$ cat src/rtl/dm_access_arbiter.sv
// dm_access_arbiter
//   Shares one data-memory port between NUM_CORES cores. Requests are granted
//   one at a time in round-robin order; read data comes back on rdata with a
//   one-hot rvalid pulse. Per-core end-of-program indications are collected
//   into a sticky mask that also removes finished cores from arbitration.
//
// Ports
//   clk, rst_n            clock, asynchronous active-low reset
//   req/we                per-core request level and write enable
//   addr/wdata            per-core address / write data, core i at [i*W +: W]
//   core_done             per-core end-of-program pulse or level
//   gnt, rvalid           one-hot, one-cycle pulses to the cores
//   rdata                 registered read data, broadcast
//   mem_en/mem_we/mem_addr/mem_wdata/mem_rdata   data-memory port
//   all_done              every core has finished (sticky)
//
// Optional build macro DM_ARB_STATS_EN adds:
//   grant_count [15:0]    saturating count of memory accesses
//   max_wait    [7:0]     longest req-to-gnt wait seen, saturating
module dm_access_arbiter #(
    parameter int NUM_CORES = 4,
    parameter int ADDR_W    = 16,
    parameter int DATA_W    = 16,
    parameter int MEM_LAT   = 1
) (
    input  logic                        clk,
    input  logic                        rst_n,
    input  logic [NUM_CORES-1:0]        req,
    input  logic [NUM_CORES-1:0]        we,
    input  logic [NUM_CORES*ADDR_W-1:0] addr,
    input  logic [NUM_CORES*DATA_W-1:0] wdata,
    input  logic [NUM_CORES-1:0]        core_done,
    output logic [NUM_CORES-1:0]        gnt,
    output logic [NUM_CORES-1:0]        rvalid,
    output logic [DATA_W-1:0]           rdata,
    output logic                        mem_en,
    output logic                        mem_we,
    output logic [ADDR_W-1:0]           mem_addr,
    output logic [DATA_W-1:0]           mem_wdata,
    input  logic [DATA_W-1:0]           mem_rdata,
`ifdef DM_ARB_STATS_EN
    output logic [15:0]                 grant_count,
    output logic [7:0]                  max_wait,
`endif
    output logic                        all_done
);

    localparam int IDX_W = (NUM_CORES > 1) ? $clog2(NUM_CORES) : 1;
    localparam logic [NUM_CORES-1:0] ONE = NUM_CORES'(1);

    typedef enum logic [1:0] {
        S_IDLE,
        S_ACCESS,
        S_WAIT,
        S_RESP
    } state_t;

    state_t               state;
    logic [IDX_W-1:0]     last;      // most recently granted core
    logic [IDX_W-1:0]     cur;       // core owning the current access
    logic [2:0]           lat_cnt;
    logic [NUM_CORES-1:0] done_mask;
    logic [NUM_CORES-1:0] eligible;
    logic                 win_found;
    logic [IDX_W-1:0]     win_idx;
    logic [IDX_W-1:0]     cand;

    // Round-robin search starting just after the last winner.
    always_comb begin
        eligible  = req & ~done_mask;
        win_found = 1'b0;
        win_idx   = '0;
        cand      = '0;
        for (int unsigned k = 1; k <= NUM_CORES; k++) begin
            cand = IDX_W'((32'(last) + k) % NUM_CORES);
            if (!win_found && eligible[cand]) begin
                win_found = 1'b1;
                win_idx   = cand;
            end
        end
    end

    always_ff @(posedge clk or negedge rst_n) begin
        if (!rst_n) begin
            state     <= S_IDLE;
            last      <= IDX_W'(NUM_CORES - 1);
            cur       <= '0;
            lat_cnt   <= '0;
            done_mask <= '0;
            all_done  <= 1'b0;
            gnt       <= '0;
            rvalid    <= '0;
            rdata     <= '0;
            mem_en    <= 1'b0;
            mem_we    <= 1'b0;
            mem_addr  <= '0;
            mem_wdata <= '0;
        end else begin
            done_mask <= done_mask | core_done;
            all_done  <= &done_mask;

            case (state)
                S_IDLE: begin
                    if (win_found) begin
                        cur       <= win_idx;
                        mem_en    <= 1'b1;
                        mem_we    <= we[win_idx];
                        mem_addr  <= addr[win_idx*ADDR_W +: ADDR_W];
                        mem_wdata <= wdata[win_idx*DATA_W +: DATA_W];
                        gnt       <= ONE << win_idx;
                        state     <= S_ACCESS;
                    end
                end
                S_ACCESS: begin
                    mem_en <= 1'b0;
                    gnt    <= '0;
                    last   <= cur;
                    if (mem_we) begin
                        state <= S_IDLE;
                    end else begin
                        lat_cnt <= 3'(MEM_LAT - 1);
                        state   <= S_WAIT;
                    end
                end
                S_WAIT: begin
                    if (lat_cnt == 3'd0) begin
                        rdata  <= mem_rdata;
                        rvalid <= ONE << cur;
                        state  <= S_RESP;
                    end else begin
                        lat_cnt <= lat_cnt - 3'd1;
                    end
                end
                S_RESP: begin
                    rvalid <= '0;
                    state  <= S_IDLE;
                end
                default: state <= S_IDLE;
            endcase
        end
    end

`ifdef DM_ARB_STATS_EN
    // Per-core count of cycles req has been held without a grant.
    logic [NUM_CORES*8-1:0] wait_cnt;

    always_ff @(posedge clk or negedge rst_n) begin
        if (!rst_n) begin
            grant_count <= '0;
            max_wait    <= '0;
            wait_cnt    <= '0;
        end else begin
            if (state == S_ACCESS) begin
                if (grant_count != 16'hFFFF)
                    grant_count <= grant_count + 16'd1;
                if (wait_cnt[cur*8 +: 8] > max_wait)
                    max_wait <= wait_cnt[cur*8 +: 8];
            end
            for (int unsigned i = 0; i < NUM_CORES; i++) begin
                if (gnt[i] || !req[i])
                    wait_cnt[i*8 +: 8] <= '0;
                else if (wait_cnt[i*8 +: 8] != 8'hFF)
                    wait_cnt[i*8 +: 8] <= wait_cnt[i*8 +: 8] + 8'd1;
            end
        end
    end
`endif

endmodule

$ cat config.mk
export PLATFORM = sky130hd
export DESIGN_NAME = dm_access_arbiter
export DESIGN_NICKNAME = d
export VERILOG_FILES = /design/src/rtl/dm_access_arbiter.sv
export SDC_FILE = /design/constraint.sdc
export NUM_CORES = 1
export LEC_CHECK = 0
export BUFFER_PORTS_ARGS = -buffer_cell sky130_fd_sc_hd__buf_2
export CORE_AREA = 2 2 67 132
export DETAILED_ROUTE_END_ITERATION = 7
export DIE_AREA = 0 0 69 134
export PLACE_DENSITY = 0.93
export SYNTH_ARGS = -nofsm -noshare
export SYNTH_HDL_FRONTEND = slang
export SYNTH_SLANG_ARGS = --single-unit
$ cat constraint.sdc
create_clock -name clk -period 4.8 [get_ports clk]
set_input_delay 0.96 -clock clk [delete_from_list [all_inputs] [get_ports clk]]
set_output_delay 0.96 -clock clk [all_outputs]
set_load 0.05 [all_outputs]
== Word level (Yosys, flattened, before mapping) ==
Cells that the tools add are included.
Word-level totals
  flip-flop bits (word level): 72
  input bits: 158
  output and inout port bits: 59
  word-level logic and storage cells: 86
Operators by class
  $add $sub $neg: 5
  magnitude comparators: 5
  equal/unequal tests: 7
  shift-type cells: 4
  multiplexer cells: 31
  bitwise operators: 3
  reduce and logical (&&, ||, !) cells: 18
Operators by type and width (number)
  indexed part select 64 x 7 -> 16 bit: 2
  one-hot mux 4 bit (2 select lines): 2
  < comparator 2 x 3 -> 1 bit (second input constant): 5
  two-way mux 2 bit: 7
  binary-select mux 1 bit (select 2 bit): 5
  two-way mux 1 bit: 10
  AND reduction 2 bit: 5
  two-way mux 4 bit: 2
  inequality test 2 bit (second input constant): 4
  one-hot mux 2 bit (4 select lines): 1
  left shift 1 x 2 -> 4 bit (first input constant): 2
  two-way mux 3 bit: 2
  one-hot mux 3 bit (2 select lines): 1
  nonzero test 2 bit: 3
  adder 2 x 1 -> 2 bit (second input constant): 2
  adder 2 bit (second input constant): 2
  bitwise AND 4 bit: 1
  == test 2 bit (second input constant): 2
  inverter 4 bit: 1
  bitwise OR 4 bit: 1
  AND reduction 4 bit: 1
  logical AND 1 bit: 3
  logical NOT 1 bit: 3
  logical NOT 3 bit: 1
  other kinds (5): 5

== Logic depth before layout (Yosys ltp) ==
Gate-level depths: netlist of run 1.
  word-level depth: 17
  mapped depth: 9
  gate-level depth less buffers: 6

== Worst setup path before layout of run 1 ==
OpenSTA, ideal clock, no wires.
  kind: input-to-reg
  from: input req[0]
  to: register mem_addr[11]
  library setup time: 0.126 ns
  arrival: 2.449 ns
  setup slack: 2.225 ns
  stages on the path: 6
  cells stage by stage: nor2b_2 -> a221o_2 -> nand3_4 -> buf_4 -> mux2_2 -> a221o_1
On the way
  cells in the longest elaborated chain, start to end: 14
RTL lines
  start, declared: RTL line 28  | input logic [NUM_CORES-1:0] req,
  bitwise AND 4 bit *: RTL line 70  | eligible = req & ~done_mask;
  binary-select mux 1 bit (select 2 bit): RTL line 76  | if (!win_found && eligible[cand]) begin
  two-way mux 1 bit (not written as such): RTL line 76
  two-way mux 1 bit: RTL line 76
  logical NOT 1 bit: RTL line 76
  logical AND 1 bit: RTL line 76
  two-way mux 1 bit: RTL line 76
  logical NOT 1 bit: RTL line 76
  logical AND 1 bit: RTL line 76
  two-way mux 1 bit: RTL line 76
  logical NOT 1 bit: RTL line 76
  logical AND 1 bit: RTL line 76
  two-way mux 2 bit / two-way mux 1 bit (equally long branches): RTL line 76
  indexed part select 64 x 7 -> 16 bit / AND reduction 2 bit (equally long branches)
  end signal, assigned: RTL line 108  | mem_addr <= addr[win_idx*ADDR_W +: ADDR_W];
  end, declared: RTL line 38  | output logic [ADDR_W-1:0] mem_addr,
Mark *: on every way between the ends. The rest lies on a longest branch, timed or not. The select of a mux whose other input is x is not followed.
A chain may end at the register's enable or synchronous reset.

== Final worst setup path of run 1 ==
  from: input req[0]
  to: register mem_wdata[1]
On the way
  cells in the longest elaborated chain, start to end: 14
RTL lines
  bitwise AND 4 bit *: RTL line 70
  binary-select mux 1 bit (select 2 bit): RTL line 76
  two-way mux 1 bit (not written as such): RTL line 76
  two-way mux 1 bit: RTL line 76
  logical NOT 1 bit: RTL line 76
  logical AND 1 bit: RTL line 76
  two-way mux 1 bit: RTL line 76
  logical NOT 1 bit: RTL line 76
  logical AND 1 bit: RTL line 76
  two-way mux 1 bit: RTL line 76
  logical NOT 1 bit: RTL line 76
  logical AND 1 bit: RTL line 76
  two-way mux 2 bit / two-way mux 1 bit (equally long branches): RTL line 76
  indexed part select 64 x 7 -> 16 bit / AND reduction 2 bit (equally long branches)
  end signal, assigned: RTL line 109  | mem_wdata <= wdata[win_idx*DATA_W +: DATA_W];
  end, declared: RTL line 39  | output logic [DATA_W-1:0] mem_wdata,
Marked as above.

==> qor.yml, run 1 <==
synth.most_common_cell: "dfrtp_1"
synth_top_cell_by_area: "dfrtp_1"
syn_area_um2: 3820
ff2ff_path_depth: 6
synth-seq-area-share: 0.472
vias: 3730
syn2layout_area_growth_pct: 35.8
p_leak_nw: 2.50
worstPathRequired_ns: 5.01
reg2reg_slack_ns: 1.79
fin_crit_sh: 0.689
drc: 0
crit_path_max_fanout: 46
async_flop_share: 1.00
holdWs_ns: 0.471
synth_cell_types: 47
r2r_end: "mem_wdata[1]$_DFFE_PN0P_"
worstMarginPinSlew_ns: 1.15
crit_type: "input pin to register"
maxCapViolCount: 0
period_minus_slack_ns: 3.31
cts_buffers: 9
post-place-ws_ns: 1.17
vias_per_cell: 5.57
timing.rr.start: "last[1]$_DFFE_PN1P_"
whs_path_depth: 2
antenna_found_initial: 0
clockBufferDepth: 2
grt_pass1_wl_um: 18300
critPathLaunchType: "input pin"
cts_setup_buffers: 0
power.total_mw: 2.80
setup_tns_ns: 0
synth-seq-cells: 72
rsz0062_at_grt: "no"
hp-class: "register to register"
critical-path-max-stage-delay_ns: 0.76
finalWeightedCongestion: 0.910
wl_um: 11100
syn-num-nets: 523
synth_commonest_cells: "dfrtp_1 (70), nand2_1 (61), nor2_1 (35)"
path_cells: "buf_2 -> nor2b_2 -> a221o_2 -> nand3_4 -> and2_1 -> a221o_1 -> o22a_1"
dpl_cell_area_um2: 4910
nets: 727
core_area_um2: 8230
crit_buf_inv: 1
yosys_warnings: 0
hold-path-endpoint: "rdata[1]$_DFFE_PN0P_"
root_buffer: "clkbuf_16"
synth_top_flop_cell: "dfrtp_1"
crit_arrival_ns: 3.52
rows: 47
synth_edf_count: 0
multiInputGateArea_um2: 1870
initial_core_util: 0.464
slew_viol_final: 0
finalWorstSetupSlack_ns: 1.49
placement.io_buffers: 216
final_area_um2: 5180
grt_pass1_vias: 3831
relSlewSlack: 0.235
dp_hpwl_um: 8450
cts_max_level: 3
first_pass_iters: 4
clk_pin_slew_ns: 0.06
cts_sinks: 72
path_delay_family: "simple AND/OR/NAND/NOR gates"
hold_violations: 0
vdd_drop_max_v: 0.000291
ctsHoldBuffers: 0
post_cts_resized: 0
seq_area_um2: 1800
die_h_um: 134
synth.top_cells.by_area: "dfrtp_1 (46%), a221o_1 (8.7%), mux2i_1 (8.7%), nand2_1 (6.0%), o22a_1 (5.5%)"
setup_viol_count_final: 0
drtAntennaViolNets: 0
diodes: 0
cts_tree: "done"
dieArea_um2: 9250
synthCells: 363
wire_per_inst_um: 16.6
track_usage: 0.242
die_width_um: 69
worstSkewPairLatency_ns: 0.33
outcome: "finished, final reports clean"
critPathCaptureType: "register"
max_freq_ghz: 0.302
nFillCells: 705
drt_iter0_drc: 263
slowest_stage: "and2_1"
syn_avg_cell_area_um2: 10.5
overflow: 0
skew_ns: 0.00461
holdCritStartpoint: "rdata[1]$_DFFE_PN0P_"
yosys.area.top_type_share: 0.459
power_density_nw_per_um2: 540
grt_max_degree: 73
io_pins: 217
drive_gt1_frac: 0.462
-- report_power, final --
group,total (mW),internal [mW],switching [mW]
combinational,1.23,0.327,0.898
clock,0.609,0.351,0.258
sequential,0.966,0.811,0.155
total,2.80,1.49,1.31
-- placed cells by master, fill, tap and decap left out, types with 5 or more instances in the layout --
cell / instances
clkbuf_16: 9
nor3_1: 9
nand2_1: 61
buf_2: 215
a221o_1: 33
dfrtp_1: 70
nand2b_1: 5
mux2_2: 11
mux2i_1: 33
o22a_1: 24
nor2_1: 35
-- area by class of cell --
cell class,instances,area share
clock inverter,6,0.00869
timing repair buffer,218,0.212
sequential,72,0.348
multi-input combinational,262,0.361
inverter,4,0.00290
tap,98,0.0236
clock buffer,10,0.0442
-- cell families after synthesis --
| group | share of synthesized area |
|---|---|
| and+or+nand+nor | 0.165 |
| buffers and inverters | 0.0429 |
| DFF | 0.472 |
| muxes | 0.119 |
| adders and majority gates | 0.00655 |
| AOI/OAI and AO/OA | 0.194 |
-- worst min-delay path, cell delays in order (launching register included) --
cell	delay, ns
dfrtp_1	0.34
nand2_1	0.05
nand2_1	0.06
-- how the worst max path moves through the flow --
| stage | start | end | slack, ns | cells past startpoint |
|---|---|---|---|---|
| floorplan | req[0] | mem_addr[11]$_DFFE_PN0P_ | 2.22 | 6 |
| global placement | req[0] | mem_addr[14]$_DFFE_PN0P_ | 1.29 | 7 |
| detailed placement | req[0] | mem_wdata[8]$_DFFE_PN0P_ | 1.17 | 7 |
| CTS | req[0] | mem_wdata[1]$_DFFE_PN0P_ | 1.51 | 7 |
| global route | req[0] | mem_wdata[11]$_DFFE_PN0P_ | 1.31 | 7 |
| finish | req[0] | mem_wdata[1]$_DFFE_PN0P_ | 1.49 | 7 |
-- routing by layer --
| metal | share of wire | wire length (um) | global-route usage | vias up |
|---|---|---|---|---|
| li1 | - | - | - | 1747 |
| met1 | 0.36 | 4040 | 0.276 | 1778 |
| met2 | 0.55 | 6110 | 0.436 | 175 |
| met3 | 0.055 | 607 | 0.0421 | 30 |
| met4 | 0.032 | 350 | 0.112 | 0 |
| met5 | 0 | 0 | 0 | - |
-- per-stage QoR --
| step | instances | utilization |
|---|---|---|
| after floorplan | 363 | - |
| after global placement | 654 | 0.597 |
| after detailed placement | 654 | 0.597 |
| after CTS | 670 | 0.630 |
| after global routing | 670 | 0.630 |
| final | 670 | 0.630 |
-- state kept, by name, summed over array words and instances (netlist names), named ones only --
name / count
last: 2
rdata: 16
all_done: 1
mem_wdata: 16
done_mask: 4
rvalid: 4
mem_addr: 16
cur: 2
state: 1
mem_we: 1
lat_cnt: 3
mem_en: 1
gnt: 4
(Power assumes the default switching activity.)
==> run 2: changes to the inputs <==
--- a/config.mk
+++ b/config.mk
@@ -6,10 +6,10 @@
 export NUM_CORES = 1
 export LEC_CHECK = 0
 export BUFFER_PORTS_ARGS = -buffer_cell sky130_fd_sc_hd__buf_2
-export CORE_AREA = 2 2 67 132
+export CORE_AREA = 2 2 73 144
 export DETAILED_ROUTE_END_ITERATION = 7
-export DIE_AREA = 0 0 69 134
-export PLACE_DENSITY = 0.93
+export DIE_AREA = 0 0 75 146
+export PLACE_DENSITY = 0.85
 export SYNTH_ARGS = -nofsm -noshare
 export SYNTH_HDL_FRONTEND = slang
 export SYNTH_SLANG_ARGS = --single-unit
==> constraint.sdc (replaced) <==
create_clock -name clk -period 2.85 [get_ports clk]
set_input_delay 0.57 -clock clk [delete_from_list [all_inputs] [get_ports clk]]
set_output_delay 0.57 -clock clk [all_outputs]
set_load 0.05 [all_outputs]
==> run 2 against run 1 <==
Via count up 0.56%. Final cell count grew 6.0%. Register-to-register slack got worse by 1.4 ns. Sequential cell count did not move. Critical path depth down 1. Global-route usage decreased by 3.0 points. Worst setup slack lost 1.1 ns. Combinational power increased by 68%. Total power is 68% higher. Die area up 18%. First-iteration DRC count decreased by 13%. Core utilization down 8.9 points.
==> qor.yml, run 2 (synthesis gave the netlist of run 1 again) <==
outcome: "finished, final reports clean"  # unchanged
die_width_um: 75  # was 69 um
io_pins: 217  # unchanged
r2r_end: "mem_addr[10]$_DFFE_PN0P_"  # was mem_wdata[1]$_DFFE_PN0P_
crit_path_max_fanout: 25  # was 46
grt_pass1_wl_um: 18000  # was 18300 um
dpl_cell_area_um2: 5010  # was 4910 um^2
core_area_um2: 9760  # was 8230 um^2
layout_common_cells: "buf_2 (215), dfrtp_1 (70), nand2_1 (61)"  # unchanged
crit_arrival_ns: 2.68  # was 3.52 ns
hold_violations: 0  # unchanged
root_buffer: "clkbuf_16"  # unchanged
nets: 733  # was 727
diodes: 0  # unchanged
period_minus_slack_ns: 2.42
ctsHoldBuffers: 0  # unchanged
overflow: 0  # unchanged
syn2layout_area_growth_pct: 38.3  # was 35.8%
drtAntennaViolNets: 0  # unchanged
wl_um: 11300  # was 11100 um
holdWs_ns: 0.353  # was 0.471 ns
mostFrequentLayoutCell: "buf_2"  # unchanged
cts_sinks: 72  # unchanged
critPathLaunchType: "register"  # was input pin
skew_ns: 0.00408  # was 0.00461 ns
crit_start: "last[1]$_DFFE_PN1P_"  # was req[0]
power_density_nw_per_um2: 892  # was 540 nW/um^2
fin_crit_sh: 0.850
placement.io_buffers: 216  # unchanged
crit_type: "register to register"  # was input pin to register
top_regs: "mem_addr x16, mem_wdata x16, rdata x16"  # unchanged
drive_gt1_frac: 0.464  # was 0.462
ff2ff_path_depth: 6  # unchanged
setup_tns_ns: 0  # unchanged
post_cts_resized: 0  # unchanged
vdd_drop_max_v: 0.000426  # was 0.000291 V
clockBufferDepth: 2  # unchanged
grt_pass1_vias: 3858  # was 3831
setup_viol_count_final: 0  # unchanged
slew_viol_final: 0  # unchanged
clk_pin_slew_ns: 0.06  # about the same
worstPathRequired_ns: 3.11  # was 5.01 ns
antenna_found_initial: 0  # unchanged
grt_max_degree: 73  # unchanged
vias_per_cell: 5.28  # was 5.57
first_pass_iters: 4  # unchanged
relSlewSlack: 0.334  # was 0.235
dp_hpwl_um: 8680  # was 8450 um
wire_per_inst_um: 15.9  # was 16.6 um
final_area_um2: 5280  # was 5180 um^2
cts_setup_buffers: 0  # unchanged
worstSkewPairLatency_ns: 0.32  # was 0.33 ns
maxCapViolCount: 0  # unchanged
finalWeightedCongestion: 0.920  # was 0.910
vias: 3751  # was 3730
cts_buffers: 9  # unchanged
crit_path_end: "mem_addr[10]$_DFFE_PN0P_"  # was mem_wdata[1]$_DFFE_PN0P_
initial_core_util: 0.391  # was 0.464
timing.rr.start: "last[1]$_DFFE_PN1P_"  # unchanged
drt_iter0_drc: 228  # was 263
max_freq_ghz: 0.413
final_core_util: 0.541  # was 0.630
track_usage: 0.212  # was 0.242
die_h_um: 146  # was 134 um
cts_tree: "done"  # unchanged
rows: 51  # was 47
worstMarginPinSlew_ns: 0.999  # was 1.15 ns
hp-class: "input pin to async pin"  # was register to register
dieArea_um2: 11000  # was 9250 um^2
cts_max_level: 3  # unchanged
reg2reg_slack_ns: 0.43  # was 1.79 ns
rsz0062_at_grt: "no"  # unchanged
drc: 0  # unchanged
critPathCaptureType: "register"  # unchanged
p_leak_nw: 2.53  # was 2.50 nW
## run 2: worst max-delay path: stages (launching register included)
cell and delay, ns:
dfstp_2 0.61, nor4bb_4 0.33, a21oi_2 0.08, nand3_4 0.10, and2_1 0.80, a221o_1 0.30
o22a_1 0.13
## run 2: worst min path at each step
stage | start | end | slack, ns
global placement | rdata[3]$_DFFE_PN0P_ | rdata[3]$_DFFE_PN0P_ | 0.45
finish | rst_n | all_done$_DFF_PN0_ | 0.35
CTS | rst_n | all_done$_DFF_PN0_ | 0.41
detailed placement | rdata[1]$_DFFE_PN0P_ | rdata[1]$_DFFE_PN0P_ | 0.46
global route | mem_rdata[15] | rdata[15]$_DFFE_PN0P_ | 0.42
floorplan | rst_n | async pin | 0.27
## run 2: final cells by class
type	count	area, um^2
Fill cell	878	4480
Multi-Input combinational cell	262	1870
Sequential cell	72	1800
Timing Repair Buffer	224	1160
Clock buffer	13	250
Tap cell	132	165
Clock inverter	3	20.0
Inverter	4	15.0
## run 2: stage by stage
stage	power (mW)	setup WS [ns]	cells
finish	4.71	0.427	710
CTS	4.76	0.424	710
floorplan	3.13	0.665	363
global placement	3.67	0.255	694
global route	4.95	0.304	710
detailed placement	3.73	0.195	694
## run 2: metal layers
| layer | global-route usage | share of wire |
|---|---|---|
| met1 | 0.228 | 0.35 |
| met2 | 0.370 | 0.55 |
| met3 | 0.0416 | 0.049 |
| met4 | 0.117 | 0.046 |
| met5 | 0 | 0 |
## run 2: power breakdown
| group | switching [mW] | total, mW | leakage [nW] | internal (mW) |
|---|---|---|---|---|
| sequential | 0.261 | 1.63 | 0.863 | 1.37 |
| clock | 0.404 | 1.02 | 0.126 | 0.612 |
| combinational | 1.51 | 2.07 | 1.54 | 0.558 |
==> run 3: changes to the inputs <==
--- a/config.mk
+++ b/config.mk
@@ -6,9 +6,9 @@
 export NUM_CORES = 1
 export LEC_CHECK = 0
 export BUFFER_PORTS_ARGS = -buffer_cell sky130_fd_sc_hd__buf_2
-export CORE_AREA = 2 2 73 144
+export CORE_AREA = 4 4 75 146
 export DETAILED_ROUTE_END_ITERATION = 7
-export DIE_AREA = 0 0 75 146
+export DIE_AREA = 0 0 79 150
 export PLACE_DENSITY = 0.85
 export SYNTH_ARGS = -nofsm -noshare
 export SYNTH_HDL_FRONTEND = slang
==> run 3 against run 2 <==
Clock power about the same. Sequential share of layout area about the same. Core utilization decreased by 0.39 points. Sequential cell count unchanged. Hold slack got worse by 0.012 ns. Die area increased by 8.2%. Critical path type unchanged. Largest power group unchanged.
==> qor.yml, run 3 (synthesis gave the netlist of run 1 again) <==
clockBufferDepth: 2  # unchanged
critPathLaunchType: "register"  # unchanged
cts_tree: "done"  # unchanged
rows: 51  # unchanged
core_area_um2: 9830  # was 9760 um^2
vias_per_cell: 5.27  # was 5.28
antenna_found_initial: 0  # unchanged
path_delay_family: "simple AND/OR/NAND/NOR gates"  # unchanged
cts_setup_buffers: 0  # unchanged
path_cells: "nor4bb_4 -> a21oi_2 -> nand3_4 -> and2_1 -> a221o_1 -> o22a_1"  # unchanged
worstSkewPairLatency_ns: 0.33  # was 0.32 ns
rsz0062_at_grt: "no"  # unchanged
hp-class: "input pin to async pin"  # unchanged
drt_iter0_drc: 214  # was 228
ctsHoldBuffers: 0  # unchanged
seq_area_um2: 1800  # unchanged
layout_common_cells: "buf_2 (215), dfrtp_1 (70), nand2_1 (61)"  # unchanged
dieArea_um2: 11900  # was 11000 um^2
cts_buffers: 9  # unchanged
period_minus_slack_ns: 2.44  # was 2.42 ns
drtAntennaViolNets: 0  # unchanged
syn2layout_area_growth_pct: 38.2  # was 38.3%
cts_sinks: 72  # unchanged
critPathCaptureType: "register"  # unchanged
setup_tns_ns: 0  # unchanged
grt_max_degree: 73  # unchanged
top_regs: "mem_addr x16, mem_wdata x16, rdata x16"  # unchanged
setup_viol_count_final: 0  # unchanged
drive_gt1_frac: 0.466  # was 0.464
post_cts_resized: 0  # unchanged
grt_pass1_vias: 3930  # was 3858
crit_arrival_ns: 2.71  # was 2.68 ns
vias: 3733  # was 3751
track_usage: 0.208  # was 0.212
worstPathRequired_ns: 3.12  # was 3.11 ns
worstMarginPinSlew_ns: 1.06  # was 0.999 ns
mostFrequentLayoutCell: "buf_2"  # unchanged
max_freq_ghz: 0.410  # was 0.413 GHz
clk_pin_slew_ns: 0.06  # about the same
slew_viol_final: 0  # unchanged
cts_max_level: 3  # unchanged
die_h_um: 150  # was 146 um
p_leak_nw: 2.53  # about the same
finalWeightedCongestion: 0.883  # was 0.920
wl_um: 12200  # was 11300 um
nets: 732  # was 733
placement.io_buffers: 216  # unchanged
crit_type: "register to register"  # unchanged
crit_path_max_fanout: 25  # unchanged
final_core_util: 0.537  # was 0.541
power_density_nw_per_um2: 901  # was 892 nW/um^2
skew_ns: 0.00668  # was 0.00408 ns
diodes: 0  # unchanged
fin_crit_sh: 0.856  # was 0.850
overflow: 0  # unchanged
first_pass_iters: 4  # unchanged
drc: 0  # unchanged
nFillCells: 903  # was 878
slowest_stage: "and2_1"  # unchanged
crit_buf_inv: 0  # unchanged
hold_violations: 0  # unchanged
multiInputGateArea_um2: 1870  # unchanged
grt_pass1_wl_um: 19100  # was 18000 um
dpl_cell_area_um2: 5000  # was 5010 um^2
root_buffer: "clkbuf_16"  # unchanged
io_pins: 217  # unchanged
vdd_drop_max_v: 0.000424  # was 0.000426 V
critical-path-max-stage-delay_ns: 0.83  # was 0.80 ns
dp_hpwl_um: 9360  # was 8680 um
final_area_um2: 5280  # about the same
die_width_um: 79  # was 75 um
maxCapViolCount: 0  # unchanged
relSlewSlack: 0.292  # was 0.334
outcome: "finished, final reports clean"  # unchanged
wire_per_inst_um: 17.2  # was 15.9 um
initial_core_util: 0.389  # was 0.391
[run 3: changes by cell type in the layout (fill, tap and decap cells not counted)]
cell,delta
clkinv_2,+2
clkinvlp_4,-1
clkbuf_1,-2
buf_4,-1
inv_6,+1
[run 3: layer usage]
layer | up-vias | global-route usage | routed length [um]
met4 | 0 | 0.123 | 554
met2 | 184 | 0.375 | 6800
met5 | - | 0 | 0
met1 | 1748 | 0.216 | 4150
li1 | 1760 | - | -
met3 | 41 | 0.0446 | 716
[run 3: area by class of cell]
| type | instances | area share |
|---|---|---|
| multi-input combinational | 262 | 0.354 |
| tap | 132 | 0.0313 |
| sequential | 72 | 0.342 |
| timing repair buffer | 223 | 0.218 |
| inverter | 4 | 0.00284 |
| clock inverter | 5 | 0.00593 |
| clock buffer | 11 | 0.0460 |
[run 3: stage by stage]
| step | setup WS [ns] | hold slack [ns] | total power [mW] | std cells |
|---|---|---|---|---|
| final | 0.409 | 0.341 | 4.75 | 709 |
| after global routing | 0.224 | 0.425 | 5.00 | 709 |
| after CTS | 0.357 | 0.408 | 4.80 | 709 |
| after detailed placement | 0.172 | 0.457 | 3.75 | 693 |
| after global placement | 0.289 | 0.452 | 3.68 | 693 |
| after floorplan | 0.665 | 0.274 | 3.13 | 363 |
[run 3: path summary, 6_finish.rpt]
kind                       slack (ns)  cells past startpoint                  from                       end
min reg2reg                      0.47                      2  rdata[4]$_DFFE_PN0P_      rdata[4]$_DFFE_PN0P_
max                              0.41                      6   last[1]$_DFFE_PN1P_  mem_wdata[6]$_DFFE_PN0P_
max reg2reg                      0.41                      6   last[1]$_DFFE_PN1P_  mem_wdata[6]$_DFFE_PN0P_
max in group asynchronous        1.87                      1                 rst_n    lat_cnt[1]$_DFFE_PN0P_
min in group clk                 0.43                      3          mem_rdata[4]      rdata[4]$_DFFE_PN0P_
min                              0.34                      1                 rst_n  mem_addr[15]$_DFFE_PN0P_
[run 3: worst reg2reg max path, cell delays in order, from the launching register on]
cell and delay (ns):
dfstp_2 0.61, nor4bb_4 0.33, a21oi_2 0.09, nand3_4 0.09, and2_1 0.83, a221o_1 0.31
o22a_1 0.12
[run 3: power breakdown]
| part | internal (mW) | switching (mW) |
|---|---|---|
| logic | 0.559 | 1.53 |
| registers | 1.37 | 0.263 |
| clock network | 0.611 | 0.429 |
